### config.mk
export PLATFORM = sky130hd
export DESIGN_NAME = mult_job_sequencer
export DESIGN_NICKNAME = d
export VERILOG_FILES = /design/src/rtl/mult_job_sequencer_pkg.sv /design/src/rtl/mult_seq_fifo.sv /design/src/rtl/mult_job_sequencer.sv
export SDC_FILE = /design/constraint.sdc
export NUM_CORES = 1
export LEC_CHECK = 0
export ABC_AREA = 1
export CORE_MARGIN = 10
export CORE_UTILIZATION = 25
export CTS_CLUSTER_SIZE = 40
export DETAILED_ROUTE_END_ITERATION = 6
export PLACE_DENSITY = 0.52
export RECOVER_POWER = 100
export SYNTH_ARGS = -nofsm -noshare
export SYNTH_HDL_FRONTEND = slang
export SYNTH_SLANG_ARGS = --single-unit
export TNS_END_PERCENT = 1
### constraint.sdc
create_clock -name clk -period 2.1 [get_ports clk]
set_clock_uncertainty 0.1 [all_clocks]
set_input_delay 0.525 -clock clk [delete_from_list [all_inputs] [get_ports clk]]
set_output_delay 0.525 -clock clk [all_outputs]
set_load 0.01 [all_outputs]
### src/rtl/mult_job_sequencer_pkg.sv
// ============================================================================
// Module  : mult_job_sequencer_pkg
// Brief   : Shared types and constants for the multiply job sequencer.
//           Holds the sequencer FSM state encoding and the width of the
//           completed-job counter.
// Revision: 1.0 - initial release
// ============================================================================
`default_nettype none

package mult_job_sequencer_pkg;

  // Width of the completed-result counter; wraps naturally at 2**JOBS_DONE_W.
  localparam int JOBS_DONE_W = 8;

  // Sequencer FSM states, explicit 3-bit encoding.
  typedef enum logic [2:0] {
    ST_IDLE  = 3'd0,
    ST_ISSUE = 3'd1,
    ST_ARM   = 3'd2,
    ST_WAIT  = 3'd3,
    ST_HOLD  = 3'd4
  } seq_state_t;

endpackage : mult_job_sequencer_pkg

`default_nettype wire

### src/rtl/mult_seq_fifo.sv
// ============================================================================
// Module  : mult_seq_fifo
// Brief   : Synchronous operand FIFO, DEPTH entries of DATA_W bits.
//           No fall-through: a pushed entry becomes visible on pop_data from
//           the following cycle. Simultaneous push and pop both take effect.
//           DEPTH must be a power of two, at least 2.
//           rst is asynchronous and active-low.
// Revision: 1.0 - initial release
// ============================================================================
`default_nettype none

module mult_seq_fifo #(
  parameter int DATA_W = 8,
  parameter int DEPTH  = 4
) (
  input  logic              clk,
  input  logic              rst,
  input  logic              push,
  input  logic [DATA_W-1:0] push_data,
  input  logic              pop,
  output logic [DATA_W-1:0] pop_data,
  output logic              full,
  output logic              empty
);

  localparam int AW = $clog2(DEPTH);
  localparam logic [AW:0] PTR_ONE = {{AW{1'b0}}, 1'b1};

  // Pointers carry one extra wrap bit so full and empty are distinguishable.
  logic [AW:0]       wr_ptr_q, wr_ptr_d;
  logic [AW:0]       rd_ptr_q, rd_ptr_d;
  logic [DATA_W-1:0] mem_q [DEPTH];
  logic [DATA_W-1:0] mem_d [DEPTH];
  logic              do_push;
  logic              do_pop;

  assign empty    = (wr_ptr_q == rd_ptr_q);
  assign full     = (wr_ptr_q[AW] != rd_ptr_q[AW]) &&
                    (wr_ptr_q[AW-1:0] == rd_ptr_q[AW-1:0]);
  assign do_push  = push & ~full;
  assign do_pop   = pop & ~empty;
  assign pop_data = mem_q[rd_ptr_q[AW-1:0]];

  // Next-state for storage and pointers; push and pop are independent.
  always_comb begin
    mem_d    = mem_q;
    wr_ptr_d = wr_ptr_q;
    rd_ptr_d = rd_ptr_q;
    if (do_push) begin
      mem_d[wr_ptr_q[AW-1:0]] = push_data;
      wr_ptr_d                = wr_ptr_q + PTR_ONE;
    end
    if (do_pop) begin
      rd_ptr_d = rd_ptr_q + PTR_ONE;
    end
  end

  // Pointer registers; reset empties the FIFO.
  always_ff @(posedge clk or negedge rst) begin
    if (!rst) begin
      wr_ptr_q <= '0;
      rd_ptr_q <= '0;
    end else begin
      wr_ptr_q <= wr_ptr_d;
      rd_ptr_q <= rd_ptr_d;
    end
  end

  // Storage array; contents are don't-care while the pointers say empty.
  always_ff @(posedge clk) begin
    mem_q <= mem_d;
  end

endmodule : mult_seq_fifo

`default_nettype wire

### src/rtl/mult_job_sequencer.sv
// ============================================================================
// Module  : mult_job_sequencer
// Brief   : Queues multiply jobs in an operand FIFO and runs them one at a
//           time through an external multiplier (start pulse / level done),
//           returning each product through a valid/ready result port.
//           rst is asynchronous and active-low.
//           Optional build macro MULT_SEQ_ZERO_BYPASS_EN: jobs with a zero
//           operand skip the multiplier and complete with product 0.
// Revision: 1.0 - initial release
// ============================================================================
`default_nettype none

module mult_job_sequencer
  import mult_job_sequencer_pkg::*;
#(
  parameter int WIDTH = 4,
  parameter int DEPTH = 4
) (
  input  logic                   clk,
  input  logic                   rst,
  input  logic                   in_valid,
  output logic                   in_ready,
  input  logic [WIDTH-1:0]       in_multiplier,
  input  logic [WIDTH-1:0]       in_multiplicand,
  output logic                   mul_start,
  output logic [WIDTH-1:0]       mul_multiplier,
  output logic [WIDTH-1:0]       mul_multiplicand,
  input  logic [2*WIDTH-1:0]     mul_product,
  input  logic                   mul_done,
  output logic                   out_valid,
  input  logic                   out_ready,
  output logic [2*WIDTH-1:0]     out_product,
  output logic                   busy,
  output logic [JOBS_DONE_W-1:0] jobs_done
);

  localparam logic [JOBS_DONE_W-1:0] JOBS_ONE = {{(JOBS_DONE_W-1){1'b0}}, 1'b1};

  seq_state_t               state_q, state_d;
  logic [WIDTH-1:0]         mul_multiplier_q, mul_multiplier_d;
  logic [WIDTH-1:0]         mul_multiplicand_q, mul_multiplicand_d;
  logic [2*WIDTH-1:0]       out_product_q, out_product_d;
  logic [JOBS_DONE_W-1:0]   jobs_done_q, jobs_done_d;
  logic                     ready_en_q, ready_en_d;

  logic                     fifo_push;
  logic                     fifo_pop;
  logic                     fifo_full;
  logic                     fifo_empty;
  logic [2*WIDTH-1:0]       fifo_wdata;
  logic [2*WIDTH-1:0]       fifo_rdata;
  logic [WIDTH-1:0]         pop_multiplier;
  logic [WIDTH-1:0]         pop_multiplicand;

  // Intake is held off until the first clock after reset release.
  assign in_ready   = ready_en_q & ~fifo_full;
  assign fifo_push  = in_valid & in_ready;
  assign fifo_wdata = {in_multiplier, in_multiplicand};

  assign pop_multiplier   = fifo_rdata[2*WIDTH-1:WIDTH];
  assign pop_multiplicand = fifo_rdata[WIDTH-1:0];

  assign mul_multiplier   = mul_multiplier_q;
  assign mul_multiplicand = mul_multiplicand_q;
  assign out_product      = out_product_q;
  assign jobs_done        = jobs_done_q;
  assign busy             = (state_q != ST_IDLE) | ~fifo_empty;

  mult_seq_fifo #(
    .DATA_W (2*WIDTH),
    .DEPTH  (DEPTH)
  ) u_fifo (
    .clk       (clk),
    .rst       (rst),
    .push      (fifo_push),
    .push_data (fifo_wdata),
    .pop       (fifo_pop),
    .pop_data  (fifo_rdata),
    .full      (fifo_full),
    .empty     (fifo_empty)
  );

  // Next-state and outputs: one job at a time, IDLE -> ISSUE -> ARM -> WAIT -> HOLD.
  always_comb begin
    state_d            = state_q;
    mul_multiplier_d   = mul_multiplier_q;
    mul_multiplicand_d = mul_multiplicand_q;
    out_product_d      = out_product_q;
    jobs_done_d        = jobs_done_q;
    ready_en_d         = 1'b1;
    fifo_pop           = 1'b0;
    mul_start          = 1'b0;
    out_valid          = 1'b0;

    case (state_q)
      ST_IDLE: begin
        if (!fifo_empty) begin
          fifo_pop           = 1'b1;
          mul_multiplier_d   = pop_multiplier;
          mul_multiplicand_d = pop_multiplicand;
`ifdef MULT_SEQ_ZERO_BYPASS_EN
          if ((pop_multiplier == '0) || (pop_multiplicand == '0)) begin
            out_product_d = '0;
            state_d       = ST_HOLD;
          end else begin
            state_d = ST_ISSUE;
          end
`else
          state_d = ST_ISSUE;
`endif
        end
      end

      ST_ISSUE: begin
        mul_start = 1'b1;
        state_d   = ST_ARM;
      end

      // A done level still high from the previous job must drop first.
      ST_ARM: begin
        if (!mul_done) begin
          state_d = ST_WAIT;
        end
      end

      ST_WAIT: begin
        if (mul_done) begin
          out_product_d = mul_product;
          state_d       = ST_HOLD;
        end
      end

      ST_HOLD: begin
        out_valid = 1'b1;
        if (out_ready) begin
          jobs_done_d = jobs_done_q + JOBS_ONE;
          state_d     = ST_IDLE;
        end
      end

      default: begin
        state_d = ST_IDLE;
      end
    endcase
  end

  // State and datapath registers; reset discards any in-flight job.
  always_ff @(posedge clk or negedge rst) begin
    if (!rst) begin
      state_q            <= ST_IDLE;
      mul_multiplier_q   <= '0;
      mul_multiplicand_q <= '0;
      out_product_q      <= '0;
      jobs_done_q        <= '0;
      ready_en_q         <= 1'b0;
    end else begin
      state_q            <= state_d;
      mul_multiplier_q   <= mul_multiplier_d;
      mul_multiplicand_q <= mul_multiplicand_d;
      out_product_q      <= out_product_d;
      jobs_done_q        <= jobs_done_d;
      ready_en_q         <= ready_en_d;
    end
  end

endmodule : mult_job_sequencer

`default_nettype wire

==> results.md <==
- FF+latch area: 1812 sq um
- Post-synth EDFFs: 32
- Max Cap Viol: 0
- Worst-case hold path end point: mul_multiplier[1]
- Total CTS buffers: 9
- Util after Layout: 33.98%
- Die width: 127.8 um
- Max clock buf depth: 2
- Htree depth: 3
- Top cells by area, synth: edfxtp_1 (33%), dfrtp_1 (29%), nand2_1 (7.6%)
- TritonRoute pass-1 iters: 4
- Path type of the worst setup path: flop to primary output
- Min-Delay Path Depth: 2
- Reg-to-reg slack, setup: 0.19 ns
- Ranking of synthesized cells by instance count: nand2_1 (59), dfrtp_1 (34), edfxtp_1 (32)
- Cells after Synth: 258
- Initial core utilization: 25.53%
- Crit Reg-Reg Startpoint: u_fifo.wr_ptr_q[2]
- CP peak stage delay: 0.63 ns
- Initial DRC count: 89
- Post-route ant nets: 0
- Proportion of layout cells with a drive suffix above 1: 17.26%
- Final TNS setup: 0 ns
- Post-DP HPWL: 4.433 mm
- CP required: 1.47 ns
- Post-route cell area: 3864 sq um
- Most used DFF post-synth: dfrtp_1
- Vias: 1,968
- DRC Markers: 0
- Fmax: 0.4995 GHz
- Leak: 1.693 nW
- Instance count on the critical path: 1
- CTS tree: yes
- Die H: 127.8 um
- Global-route wire length before repair: 10.24 mm
- Buffers on Ports: 48
- Post-synth ARST share: 51.52%
- Crit end category: primary output
- Largest net degree at the start of global routing: 35
- Synthesized area per cell: 11.25 sq um
- Clock slew seen by the registers of the worst setup and hold paths: 0.05 ns
- PD cells: 1367 nW/um^2
- Max-slew violation count: 0
- Worst hold start: mul_multiplier[1]
- Startpoint types: flop
- Mapped Nets: 285
- Delay-heaviest family, CP: buffers and inverters
- Bufs and invs on worst path: 1
- GPL Wtd Cong: 0.7706
- Synth Cell Area: 2903 sq um
- Initial antenna violation count: 0
- Outcome: finished clean
- Synth cell types: 28
- Placeable Area: 11,370 sq um
- Gr usage total: 7.995%
- Gr ovfl total: 0
- Die area: 16,320 sq um
- Syn. warnings: 0
- Post-DP Area: 3667 sq um
- RSZ-0062 raised after global routing: false
- Fill cells: 1,151
- Final period util: 95.33%
- Final setup fails: 0
- Clock sink count: 66
- Layout area overhead: 33.10%
- Critical Path Fanout Max: 5
- Wire per inst: 12.93 um
- Via density: 4.109
- Slew of the pin with the lowest slew margin: 0.8956 ns
- Vias in the first global route: 1,958
- CP cell instances: dlygate4sd3_1
- Clock Latency Late Sink: 0.33 ns
- Area leader, netlist: edfxtp_1
- Num ports: 49
- Hold Crit Class: flop to flop
- Share of the synthesized area in the top cell type: 33.10%
- R2r worst-path depth: 7
- Worst VDD drop: 0.0004315 V
- Critical path arrival: 1.38 ns
- Nets: 358
- Post-CTS Setup Inserts: 0
- Multi-input gate area: 939.7 sq um
- Register area share after synthesis: 62.41%
- CTS hold repair buffers: 0
- Reg-to-reg endpoint: u_fifo.mem_q[27]
- Normalized max-slew margin: 40.29%
- Most common cell in the netlist: nand2_1
- Crit path max-delay cell type: dlygate4sd3_1
- Tmin final: 2.002 ns
- Routed WL: 6.194 mm
- FP Rows: 39
- Root Driver: clkbuf_16
- Antenna cell count: 0
- #FFs+latches synth: 66
- Final hold violation count: 0
stage by stage:
step           instances  setup slack (ns)  power, W  hold WS, ns
2_1_floorplan        258            0.2259  0.003288       0.1294
3_3_place_gp         463           0.08944  0.004207       0.3789
3_5_place_dp         463           0.09037  0.004232       0.3779
4_1_cts              479          -0.04618  0.005561       0.3933
5_1_grt              479          0.007062  0.005707       0.3990
6_report             479           0.09799  0.005280       0.3819
layer usage:
layer	GRT usage [%]	vias up	part of all wire [%]
li1	-	1006	-
met1	9.467	920	44
met2	12.48	33	49
met3	2.978	9	4.8
met4	3.974	0	2.2
met5	0	-	0
logic make-up (layout without fill, tap and decap cells):
kind of cell / Yosys count / after routing / share of synthesized area, %
AO/OA/AOI/OAI: 27 / 27 / 5.000
adder cells (fa/ha/maj): 6 / 6 / 2.586
AND/OR/NAND/NOR: 115 / 115 / 18.62
flip-flops: 66 / 66 / 62.41
multiplexers: 8 / 8 / 4.138
XOR/XNOR: 10 / 10 / 3.017
other: 1 / 1 / 0.1292
buffers and inverters: 25 / 103 / 4.094
timing repair:
action                                  4_1_cts  5_1_grt
endpoints found under the hold margin         0        0
cloned                                        0        0
pin swaps                                     0        1
resized for setup                             6        8
endpoints found under the setup margin        4        2
flip-flops by register name, indices dropped and copies added, names as in the netlist:
| register | cells |
|---|---|
| jobs_done | 8 |
| mul_multiplier | 4 |
| u_fifo.wr_ptr_q | 3 |
| out_product | 8 |
| state_q | 3 |
| ready_en_q | 1 |
| u_fifo.rd_ptr_q | 3 |
| u_fifo.mem_q | 32 |
| mul_multiplicand | 4 |
layout by cell type (no fill, tap or decap), drive strengths merged, types with 11 or more instances in the layout:
cell type / synthesis / routed
nand2: 74 / 74
o21ai: 19 / 19
inv: 19 / 19
dfrtp: 34 / 34
dlygate4sd3: 0 / 33
clkdlybuf4s50: 0 / 11
edfxtp: 32 / 32
nor2: 29 / 29
buf: 6 / 12
clkbuf: 0 / 20
where the power goes:
group	total [W]	internal [W]	switching [W]
registers	0.00191	0.00170	0.000206
clock network	0.00131	0.000786	0.000520
logic	0.00207	0.000915	0.00115
total	0.00528	0.00340	0.00188
area by class of cell:
class,instances,share of cell area [%]
flip-flops and latches,66,46.89
multi-input cells,167,24.32
repair buffers,68,15.45
clock buffers,10,5.926
well taps,143,4.631
inverters,19,1.911
clock inverters,6,0.8744
how the worst max path moves through the flow:
stage	start	to	slack [ns]
after floorplan	u_fifo.rd_ptr_q[0]	u_fifo.mem_q[24]	0.23
after CTS	u_fifo.rd_ptr_q[1]	in_ready	-0.05
after global routing	u_fifo.rd_ptr_q[1]	in_ready	0.007
after global placement	u_fifo.wr_ptr_q[2]	in_ready	0.09
final	jobs_done[5]	jobs_done[5]	0.1
after detailed placement	u_fifo.rd_ptr_q[1]	in_ready	0.09
Power figures use the tool's default switching activity.
==> RTL change, RTL diff (same settings) <==
`out_product_q` no longer has a reset.
--- a/src/rtl/mult_job_sequencer.sv
+++ b/src/rtl/mult_job_sequencer.sv
@@ -150,17 +150,19 @@
       state_q            <= ST_IDLE;
       mul_multiplier_q   <= '0;
       mul_multiplicand_q <= '0;
-      out_product_q      <= '0;
       jobs_done_q        <= '0;
       ready_en_q         <= 1'b0;
     end else begin
       state_q            <= state_d;
       mul_multiplier_q   <= mul_multiplier_d;
       mul_multiplicand_q <= mul_multiplicand_d;
-      out_product_q      <= out_product_d;
       jobs_done_q        <= jobs_done_d;
       ready_en_q         <= ready_en_d;
     end
+  end
+
+  always_ff @(posedge clk) begin
+    out_product_q <= out_product_d;
   end
 
 endmodule : mult_job_sequencer
Check against the original RTL: differs if rst is asserted again (counterexample within 10 cycles, from zero or initial values and one cycle with rst low); with rst held inactive, the same outputs for 10 cycles.
==> RTL change against the unedited design <==
- die area is 2.2% lower
- sequential power is 3% lower
- largest power group is now sequential cells
- sequential cell count stayed put
- fmax is 1.4% lower
- area after synthesis is 2.6% lower
- count of clock-buffer cells in the layout is 3 higher
- setup slack worse by 29 ps
- non-clock buffer count is 1 lower
- wire length is 1.4% lower
- register-to-register slack worse by 20 ps
- power is 0.11% lower
- cell area hardly changed
==> RTL change: results (changes against the unedited design) <==
Drt
  – Wirelength, routed: 6.11 mm (was 6.19 mm)
  – Via count: 1961 (was 1968)
  – Initial DRC Count: 77 (was 89)

Cells and area
  – Final Util: 35.3% (was 34.0%)
  – Fillcell total: 1095 (was 1151)
  – Layout cells sized above 1: 16.7% (was 17.3%)
  – Non-filler instance count after layout: 469 (was 479)
  – Nets@finish: 351 (was 358)

Setup path
  – Critical-path top delay cell: dfrtp_1 (was dlygate4sd3_1)
  – Crit-path max cell delay: 400 ps (was 630 ps)
  – CP Max Fanout: 3 (was 5)
  – Crit-path leading delay family: flip-flops (was buffers and inverters)
  – Reg-to-Reg End: u_fifo.mem_q[18] (was u_fifo.mem_q[27])
  – Arr. time, crit path: 1410 ps (was 1380 ps)
  – FF-to-FF setup slack: 170 ps (was 190 ps)
  – Worst setup path endpoint: busy (was jobs_done[5])
  – Worst Setup SP: u_fifo.wr_ptr_q[2] (was jobs_done[5])

Placement
  – Post-DP HPWL: 4.43 mm (about the same)
  – Place WS: 59.3 ps (was 90.4 ps)
  – DP Area: 3560 um^2 (was 3670 um^2)
  – RePlAce Congestion: 0.768 (was 0.771)

Global routing
  – Largest net degree at the start of global routing: 27 (was 35)
  – First-pass GRT wire length: 10.2 mm (about the same)
  – Global Route Usage Sum: 7.99% (about the same)

Synthesis
  – Distinct cells, synth: 29 (was 28)
  – Ys async rst share: 39.4% (was 51.5%)
  – Synth top area cells: edfxtp_1 42%, dfrtp_1 23%, nand2_1 7.7% (was edfxtp_1 33%, dfrtp_1 29%, nand2_1 7.6%)
  – Multiplexer share of the synthesized area: 0% (was 4.14%)
  – Post-synthesis xor/xnor area fraction: 2.48% (was 3.02%)
  – Compound-gate portion of the synthesized area: 5.14% (was 5.00%)
  – Adder-Cell Fraction of Synth Area: 2.66% (was 2.59%)
  – Seq/Total Area, Yosys: 65.5% (was 62.4%)
  – Syn nets: 279 (was 285)
  – Post-synth EDFFs: 40 (was 32)
  – List of most frequent post-synthesis cells: 58 x nand2_1, 40 x edfxtp_1, 26 x dfrtp_1 (was 59 x nand2_1, 34 x dfrtp_1, 32 x edfxtp_1)

Timing
  – Period utilization: 96.7% (was 95.3%)
  – Relative slew slack: 54.6% (was 40.3%)
  – Final Hold Slack: 380 ps (was 382 ps)

Min path
  – Hold-critical path endpoint: mul_multiplier[0] (was mul_multiplier[1])

Power
  – Leak Pwr: 0.00167 uW (was 0.00169 uW)

Clock tree
  – Worst-skew pair later-pin latency: 320 ps
  – Post-CTS Resized: 9 (was 6)

Outcome
  – Status: complete, no violations (unchanged)
-- RTL change: power by group --
part,total [uW],internal (uW),switching (uW)
logic,1840,791,1050
registers,1860,1670,184
clock network,1570,1070,506
total,5270,3530,1740
-- RTL change: routing by layer --
metal  track usage [%]  up-vias  wire length [um]
met1              8.69      947              2610
met4              4.42        0               113
met3              2.92        7               292
met2              13.3       26              3090
li1                  -      981                 -
met5                 0        -                 0
-- RTL change: logic make-up (layout without fill, tap and decap cells) --
group,count (synthesis),after routing
other,1,1
AOI/OAI and AO/OA,27,27
adders and majority gates,6,6
xor gates and xnor gates,8,8
and+or+nand+nor,116,116
buffers and inverters,28,105
DFF,66,66
-- RTL change: cell type report --
cell class / instances / share of cell area [%]
multi-input combinational: 158 / 21.4
timing repair buffer: 67 / 15.8
inverter: 22 / 2.20
clock buffer: 13 / 6.47
tap: 140 / 4.53
sequential: 66 / 47.9
clock inverter: 3 / 1.65
